**config.mk**
```make
export PLATFORM = sky130hd
export DESIGN_NAME = press_counter_scan
export DESIGN_NICKNAME = d
export VERILOG_FILES = /design/src/rtl/press_counter_scan.sv
export SDC_FILE = /design/constraint.sdc
export NUM_CORES = 1
export LEC_CHECK = 0
export ABC_AREA = 1
export ABC_CLOCK_PERIOD_IN_PS = 1600
export BUFFER_PORTS_ARGS = -buffer_cell sky130_fd_sc_hd__buf_2
export CAP_MARGIN = 20
export CORE_ASPECT_RATIO = 0.8
export CORE_UTILIZATION = 40
export DETAILED_ROUTE_END_ITERATION = 10
export PLACE_DENSITY_LB_ADDON = 0.25
export SYNTH_ARGS = -nofsm -noshare
export SYNTH_HDL_FRONTEND = slang
export SYNTH_SLANG_ARGS = --single-unit
```
**constraint.sdc**
```tcl
create_clock -name clk -period 1.6 [get_ports clk]
set_input_delay 0.08 -clock clk [delete_from_list [all_inputs] [get_ports clk]]
set_output_delay 0.08 -clock clk [all_outputs]
set_load 0.05 [all_outputs]
```
**src/rtl/press_counter_scan.sv**
```systemverilog
// Debounced two-button hex press counter that time-multiplexes its four nibbles
// onto a 7-segment decoder input, with anodes lagging one cycle behind.
module press_counter_scan #(
  parameter int DEBOUNCE_CYCLES = 1000000,
  parameter int SCAN_CYCLES     = 100000
) (
  input  logic        clk,
  input  logic        rst_n,
  input  logic        btn_inc,
  input  logic        btn_clr,
  output logic [3:0]  number,
  output logic [3:0]  an,
  output logic [15:0] count,
  output logic        press_pulse
);

  localparam int DW = (DEBOUNCE_CYCLES > 2) ? $clog2(DEBOUNCE_CYCLES) : 1;
  localparam int SW = (SCAN_CYCLES > 2) ? $clog2(SCAN_CYCLES) : 1;
  localparam logic [DW-1:0] DB_MAX   = DW'(DEBOUNCE_CYCLES - 1);
  localparam logic [SW-1:0] SCAN_MAX = SW'(SCAN_CYCLES - 1);
  localparam int B_INC = 0;
  localparam int B_CLR = 1;

  logic [1:0]         s1_q, s1_d;
  logic [1:0]         s2_q, s2_d;
  logic [1:0]         lvl_q, lvl_d;
  logic [1:0]         lvl_prev_q, lvl_prev_d;
  logic [1:0][DW-1:0] db_cnt_q, db_cnt_d;
  logic [1:0]         rise_s;

  logic [15:0]        count_q, count_d;
  logic               pulse_q, pulse_d;

  logic [SW-1:0]      scan_cnt_q, scan_cnt_d;
  logic [1:0]         idx_q, idx_d;
  logic [1:0]         idx_prev_q, idx_prev_d;
  logic [3:0]         number_q, number_d;
  logic [3:0]         an_q, an_d;

  // Two-flop synchroniser and per-button debounce counters.
  always_comb begin
    s1_d       = {btn_clr, btn_inc};
    s2_d       = s1_q;
    lvl_d      = lvl_q;
    lvl_prev_d = lvl_q;
    db_cnt_d   = db_cnt_q;
    for (int i = 0; i < 2; i++) begin
      if (s2_q[i] == lvl_q[i]) begin
        db_cnt_d[i] = '0;
      end else if (db_cnt_q[i] == DB_MAX) begin
        // Level held long enough: accept it and start afresh.
        lvl_d[i]    = s2_q[i];
        db_cnt_d[i] = '0;
      end else begin
        db_cnt_d[i] = db_cnt_q[i] + {{(DW-1){1'b0}}, 1'b1};
      end
    end
  end

  // Rising edges of the debounced levels drive the counter; clear dominates.
  always_comb begin
    rise_s  = lvl_q & ~lvl_prev_q;
    count_d = count_q;
    pulse_d = 1'b0;
    if (rise_s[B_CLR]) begin
      count_d = 16'h0000;
      pulse_d = 1'b0;
    end else if (rise_s[B_INC]) begin
      count_d = count_q + 16'h0001;
      pulse_d = 1'b1;
    end else begin
      count_d = count_q;
      pulse_d = 1'b0;
    end
  end

  // Digit scan: slot timer, index, nibble select and one-cycle-late anodes.
  always_comb begin
    idx_prev_d = idx_q;
    if (scan_cnt_q == SCAN_MAX) begin
      scan_cnt_d = '0;
      idx_d      = idx_q + 2'd1;
    end else begin
      scan_cnt_d = scan_cnt_q + {{(SW-1){1'b0}}, 1'b1};
      idx_d      = idx_q;
    end
    case (idx_q)
      2'd0:    number_d = count_q[3:0];
      2'd1:    number_d = count_q[7:4];
      2'd2:    number_d = count_q[11:8];
      2'd3:    number_d = count_q[15:12];
      default: number_d = 4'h0;
    endcase
    an_d = ~(4'b0001 << idx_prev_q);
  end

  // State registers.
  always_ff @(posedge clk or negedge rst_n) begin
    if (!rst_n) begin
      s1_q       <= 2'b00;
      s2_q       <= 2'b00;
      lvl_q      <= 2'b00;
      lvl_prev_q <= 2'b00;
      db_cnt_q   <= '0;
      count_q    <= 16'h0000;
      pulse_q    <= 1'b0;
      scan_cnt_q <= '0;
      idx_q      <= 2'd0;
      idx_prev_q <= 2'd0;
      number_q   <= 4'h0;
      an_q       <= 4'b1111;
    end else begin
      s1_q       <= s1_d;
      s2_q       <= s2_d;
      lvl_q      <= lvl_d;
      lvl_prev_q <= lvl_prev_d;
      db_cnt_q   <= db_cnt_d;
      count_q    <= count_d;
      pulse_q    <= pulse_d;
      scan_cnt_q <= scan_cnt_d;
      idx_q      <= idx_d;
      idx_prev_q <= idx_prev_d;
      number_q   <= number_d;
      an_q       <= an_d;
    end
  end

  assign number      = number_q;
  assign an          = an_q;
  assign count       = count_q;
  assign press_pulse = pulse_q;

endmodule

```
==> impl_results.md, run 1 <==
* Status: finished with violations
* Post-synthesis adder-cell area fraction at 2.08%
* Final setup vio count at 0
* Leakage Power at 2.58 nW
* Synth cell types at 33
* Crit path max-delay family: simple AND/OR/NAND/NOR gates
* Clk_lat worst skew at 0.35 ns
* Synth Net Count at 619
* # IOs at 29
* Slowest cell on the critical path: dfrtp_1
* Final worst path period share at 92.7%
* Simple-Gate Fraction of Synth Area at 30.7%
* Cell area after layout at 0.00553 mm2
* Proportion of layout cells with a drive suffix above 1 at 13.5%
* Fin cells at 806
* Via Count at 3,892
* Worst path buffer plus inverter count at 3
* CORE AREA at 0.0116 mm2
* Placed cell areas at 0.00519 mm2
* WP data required at 1.84 ns
* Max Cap Viol at 0
* Starting density of the core at 41.4%
* Cell area after synthesis at 0.00482 mm2
* Highest Clock Rate at 674 MHz
* Detailed Routing Iterations Pass 1 at 7
* Ant diodes at 0
* Setup_tns at 0 ns
* Die ar. at 0.0125 mm2
* Inserted Clock Buffers at 9
* Worst-path clk slew at 0.07 ns
* R2R depth at 10
* Async set-reset flop share out of synthesis at 100%
* Number of synthesized flops with an enable pin at 0
* HP Class: input pin to async pin
* Failing checks: design-rule violations
* Cell Rows at 35
* PD cells at 848 mW/mm2
* Total gr overflow at 0
* CTS max path bufs at 2
* Worst IR drop on VDD at 592 uV
* Critical Path Max Stage Delay at 0.37 ns
* Cell mode on critical path: nand2_1
* Worst Setup End Kind: register
* Starting DRC count in detailed routing at 241
* WP data arrival at 1.73 ns
* GP Congestion at 0.928
* # clock sinks at 94
* Overall Global Routing Usage at 18.4%
* Actual slew at the worst max-slew pin at 0.444 ns
* WL/cell at 13.0 um
* Max_slew headroom at 70.4%
* Worst setup path category: register to register
* Post-Synth XOR/XNOR Area at 5.03%
* Yosys top cell by area: dfrtp_1
* Mapped Cells at 607
* Top-area cell type share of the netlist area at 46.7%
* Yosys Warn Count at 0
* Global-route wire length before repair at 18,000 um
* CTS tree: done
* Top FF cell, synth: dfrtp_1
* CTS Root Cell: clkbuf_16
* Antenna violations before repair at 0
* Fin. Hold Viols at 0
* H-tree Lvls at 3
* Largest family of logic cells by synthesized area: simple AND/OR/NAND/NOR gates
* Reg-to-reg startpoint: scan_cnt_q[0]
* Final Critical Period at 1.48 ns
* DRC viols at 2
* Die X at 125 um
* Sequential area share after synthesis at 48.9%
* Total length of routed wires at 10,500 um
* # nets final at 665
* Post-route ant nets at 0
* Die height at 100 um
* Critical-path cell list: ha_1 -> nand2_1 -> nor2_4 -> inv_2 -> nor2_2 -> nand2_2 -> clkinv_2 -> nor2_1 -> nand2_1 -> inv_1
* Dpl hpwl at 7820 um
* DP Cell Count at 787
* Compound-cell area share of the yosys netlist at 5.78%
* Largest net degree at the start of global routing at 35
* Vias in the first global route at 3,730
* Mux share of post-synthesis cell area at 0%
* Via-to-Cell Ratio at 4.83
* R2r setup slk at 0.12 ns
* Setup crit start kind: register
* Skew final at 0.00828 ns
* R2r endpoint: scan_cnt_q[14]
* #FFs+latches synth at 94
* Top cells by area, synth: dfrtp_1 (47%), nand2_1 (9.3%), nor2_1 (9.2%), inv_1 (6.9%), nand3_1 (4.9%)
* Area Growth Syn to Fin at 14.7%
* Final Max Tran Viols at 0
* CP max FO at 8
* Syn Area/Cell at 7.95 um2
* Input/output buffers at 28
[placed cells by master, fill, tap and decap left out, drive strengths merged, types with 4 or more instances in the layout]
cell type,netlist,final
nor2,129,129
dfrtp,90,90
nor3,9,9
nand4,11,11
nand3,52,52
dfstp,4,4
ha,8,8
buf,1,34
clkinv,1,4
xor2,17,17
clkbuf,1,9
o21ai,21,21
xnor2,9,9
nand2,125,125
inv,93,93
a21oi,24,24
[repair_timing]
item	4_1_cts	5_1_grt
hold buffers	3	0
hold endpoints to repair	31	0
endpoints found under the setup margin	0	7
resized for setup	0	2
buffers inserted	0	0
[area by class of cell]
class,count,area [um2]
Timing Repair Buffer,37,218
Clock buffer,9,225
Inverter,94,354
Clock inverter,7,75.1
Fill cell,1186,6120
Sequential cell,94,2360
Multi-Input combinational cell,417,2110
Tap cell,148,185
[per-layer routing]
| layer | vias up | part of all wire [%] | global-route usage [%] |
|---|---|---|---|
| met5 | - | 0 | 0 |
| met3 | 10 | 3.4 | 3.89 |
| met2 | 62 | 42 | 27.4 |
| li1 | 1983 | - | - |
| met4 | 0 | 0.96 | 5.98 |
| met1 | 1837 | 53 | 26.6 |
[where the power goes]
group          switching, W  total [W]  internal (W)
logic             0.0000822   0.000117     0.0000350
clock network      0.000955    0.00217       0.00121
registers         0.0000138    0.00241       0.00239
total               0.00105    0.00469       0.00364
[cell usage after synthesis, types with 3 or more instances]
cell type / n
ha_1: 8
o21ai_0: 18
nor3_1: 6
nand3_2: 5
dfstp_2: 4
nor3b_1: 3
nand2_1: 119
nand2_2: 4
nor2_4: 4
dfrtp_1: 90
inv_1: 89
a21oi_1: 24
nor2_1: 118
nor2_2: 7
xor2_1: 15
xnor2_1: 9
nand3_1: 47
o21ai_1: 3
nand4_1: 11
a32oi_1: 3
inv_2: 4
[cells by family (layout without fill, tap and decap cells)]
kind of cell / after synthesis / count (layout)
AO/OA/AOI/OAI: 52 / 52
XOR/XNOR: 26 / 26
adder cells (fa/ha/maj): 8 / 8
buffers and inverters: 96 / 147
flip-flops: 94 / 94
AND/OR/NAND/NOR: 331 / 331
[through the flow]
step / power [W] / hold slack, ns / setup slack, ns / utilization (%)
final: 0.00469 / 0.228 / 0.116 / 47.5
after global placement: 0.00257 / 0.0699 / 0.151 / 44.6
after detailed placement: 0.00257 / 0.0577 / 0.102 / 44.6
after floorplan: 0.00249 / -0.216 / 0.0724 / -
after global routing: 0.00488 / 0.282 / -0.00217 / 47.5
after CTS: 0.00476 / 0.243 / 0.101 / 47.4
[flip-flops by register name, summed over array words and instances, names as in the netlist, 2 cells and up]
signal and flops:
s2_q 2, idx_prev_d 2, lvl_prev_d 2, count 16
lvl_prev_q 2, scan_cnt_q 17, an 4, number 4
db_cnt_q 40, idx_prev_q 2, s1_q 2
[how the worst max path moves through the flow]
stage             startpoint             end  slack (ns)  cells after the start
4_1_cts          db_cnt_q[0]     db_cnt_q[9]        0.10                      6
3_5_place_dp     db_cnt_q[0]     db_cnt_q[9]        0.10                      6
6_report       scan_cnt_q[0]  scan_cnt_q[14]        0.12                     10
5_1_grt          db_cnt_q[0]     db_cnt_q[5]      -0.002                      6
2_1_floorplan       count[2]       count[13]        0.07                      7
3_3_place_gp   scan_cnt_q[0]  scan_cnt_q[14]        0.15                     10
No activity file was read; power rests on OpenSTA's default activity.
==> run 2: changes to the inputs <==
--- a/config.mk
+++ b/config.mk
@@ -6,13 +6,13 @@
 export NUM_CORES = 1
 export LEC_CHECK = 0
 export ABC_AREA = 1
-export ABC_CLOCK_PERIOD_IN_PS = 1600
+export ABC_CLOCK_PERIOD_IN_PS = 1300
 export BUFFER_PORTS_ARGS = -buffer_cell sky130_fd_sc_hd__buf_2
 export CAP_MARGIN = 20
 export CORE_ASPECT_RATIO = 0.8
 export CORE_UTILIZATION = 40
 export DETAILED_ROUTE_END_ITERATION = 10
-export PLACE_DENSITY_LB_ADDON = 0.25
+export PLACE_DENSITY = 0.68
 export SYNTH_ARGS = -nofsm -noshare
 export SYNTH_HDL_FRONTEND = slang
 export SYNTH_SLANG_ARGS = --single-unit
==> constraint.sdc (replaced) <==
create_clock -name clk -period 1.3 [get_ports clk]
set_input_delay 0.065 -clock clk [delete_from_list [all_inputs] [get_ports clk]]
set_output_delay 0.065 -clock clk [all_outputs]
set_load 0.05 [all_outputs]
==> impl_results.md, run 2 (same netlist as run 1, synthesis figures left out) <==
* Status: finished with violations
* Failing checks: design-rule violations, negative setup slack
* Setup_tns at -0.356 ns (-0.356 ns)
* Ant diodes at 0 (unchanged)
* Die X at 125 um (unchanged)
* Input/output buffers at 28 (unchanged)
* Skew final at 0.00473 ns (-0.00355 ns)
* GP Congestion at 0.900 (-3.0%)
* Final worst path period share at 103% (+10 points)
* Overall Global Routing Usage at 18.5% (+0.14 points)
* Slowest cell on the critical path: dfrtp_1
* Max reg flops at 40 (unchanged)
* Reg with most FFs: db_cnt_q
* GRT met2 Usage at 28.8% (+1.4 points)
* Met3 Usage GRT at 3.89% (unchanged)
* Vias in the first global route at 3,919 (+5.1%)
* H-tree Lvls at 3 (unchanged)
* # nets final at 723 (+8.7%)
* Cell Rows at 35 (unchanged)
* GR Layer Usage met1 at 25.8% (-0.76 points)
* Setup ws final at -0.0381 ns (-0.155 ns)
* Max_slew headroom at 69.7% (-0.68 points)
* Leakage Power at 3.01 nW (+17%)
* Starting density of the core at 41.4% (unchanged)
* Critical Path Max Stage Delay at 0.42 ns (+0.05 ns)
* WP data required at 1.54 ns (-0.30 ns)
* Commonest non-fill, non-tap cell in the layout: nand2_1
* # clock sinks at 94 (unchanged)
* Total gr overflow at 0 (unchanged)
* Via-to-Cell Ratio at 4.89 (+1.4%)
* Largest net degree at the start of global routing at 33 (-5.7%)
* Setup crit start kind: register
* Die height at 100 um (unchanged)
* Fillers at 1,010 (-15%)
* WL/cell at 13.5 um (+3.9%)
* Crit path max-delay family: simple AND/OR/NAND/NOR gates
* Clk_lat worst skew at 0.34 ns (about the same)
* Final setup vio count at 15 (+15)
* CP max FO at 8 (unchanged)
* HP Class: input pin to async pin
* Commonest cells after routing, fill and taps aside: nand2_1 (97), nor2_1 (85), inv_1 (82)
* Worst Setup End Kind: register
* Antenna violations before repair at 0 (unchanged)
* Dpl hpwl at 7710 um (-1.4%)
* CTS Root Cell: clkbuf_16
* Via Count at 4,229 (+8.7%)
* Busiest grt layer: met2
* Post-route ant nets at 0 (unchanged)
* Actual slew at the worst max-slew pin at 0.454 ns (+0.0102 ns)
* Final Critical Period at 1.34 ns (-0.145 ns)
* PD cells at 875 mW/mm2 (+3.2%)
* WP data arrival at 1.58 ns (-0.15 ns)
* Fin. Hold Viols at 0 (unchanged)
* Critical-path cell list: ha_4 -> nand2_4 -> nor2_4 -> inv_2 -> nor2_4 -> nand2_4 -> clkinv_4 -> nor2_1 -> nand2_1 -> inv_1
* Starting DRC count in detailed routing at 233 (-3.3%)
* Total power at 0.00574 W (+22%)
* Final Max Tran Viols at 0 (unchanged)
* Inserted Clock Buffers at 9 (unchanged)
* CTS tree: done
* Dpl ws at -0.0864 ns (-0.189 ns)
* Area Growth Syn to Fin at 36.0%
* R2r setup slk at -0.04 ns (-0.15 ns)
* CORE AREA at 0.0116 mm2 (unchanged)
* Highest Clock Rate at 747 MHz (+11%)
* Total length of routed wires at 11,700 um (+11%)
* Detailed Routing Iterations Pass 1 at 8 (+1)
* Max Cap Viol at 0 (unchanged)
* DRC viols at 8 (+6)
* Proportion of layout cells with a drive suffix above 1 at 36.2% (+23 points)
* Die ar. at 0.0125 mm2 (unchanged)
* Worst setup path category: register to register
* Fin util at 56.3% (+8.8 points)
* # IOs at 29 (unchanged)
* Worst-path clk slew at 0.06 ns (about the same)
* Worst IR drop on VDD at 683 uV (+15%)
* CTS max path bufs at 2 (unchanged)
* Worst path buffer plus inverter count at 3 (unchanged)
* Global-route wire length before repair at 18,400 um (+2.3%)
* Unrepaired setup endpoints after global routing: true
## run 2: layout make-up
type                    instances  area, um2  share of cell area (%)
clock buffers                  13        240                    3.66
inverters                      94        358                    5.46
well taps                     148        185                    2.82
multi-input cells             417       2640                    40.2
repair buffers                 95        708                    10.8
clock inverters                 3       40.0                   0.611
flip-flops and latches         94       2390                    36.4
## run 2: routing by layer
layer	share of wire, %	routed length [um]
met4	1.8	206
met1	49	5770
met3	3.9	453
met2	45	5240
met5	0	0
## run 2: timing repair
item,4_1_cts,5_1_grt
setup buffers,8,21
endpoints found under the hold margin,27,0
setup endpoints to repair,39,68
gates resized for setup,21,139
pin swaps,7,45
hold buffers,3,0
## run 2: worst reg2reg max path, delay by kind of cell, from the launching register on
family / cells / cell delay [ns]
buffers and inverters: 3 / 0.19
AND/OR/NAND/NOR: 6 / 0.45
flip-flops: 1 / 0.42
adder cells (fa/ha/maj): 1 / 0.17
## run 2: through the flow
step           std cells  cell area [um2]  hold WS, ns
5_1_grt              864             6560        0.250
3_3_place_gp         816             5480       0.0374
6_report             864             6560        0.207
2_1_floorplan        607             4870       -0.231
4_1_cts              843             5930        0.225
3_5_place_dp         816             5480       0.0399
## run 2: final timing paths
| check | end | cells after the start | startpoint |
|---|---|---|---|
| hold reg to reg | s2_q[1] | 0 | s1_q[1] |
| setup reg to reg | scan_cnt_q[14] | 10 | scan_cnt_q[1] |
| setup / recovery | scan_cnt_q[14] | 10 | scan_cnt_q[1] |
| hold / removal | db_cnt_q[35] | 2 | rst_n |
| max in group asynchronous | count[4] | 3 | rst_n |
| min in group clk | s2_q[1] | 0 | s1_q[1] |
## run 2: report_power, final
group	total (W)	switching [W]	internal [W]	leakage, nW
clock	0.00258	0.00109	0.00149	0.138
sequential	0.00297	0.0000234	0.00295	1.23
combinational	0.000192	0.000120	0.0000721	1.64
total	0.00574	0.00123	0.00451	3.01
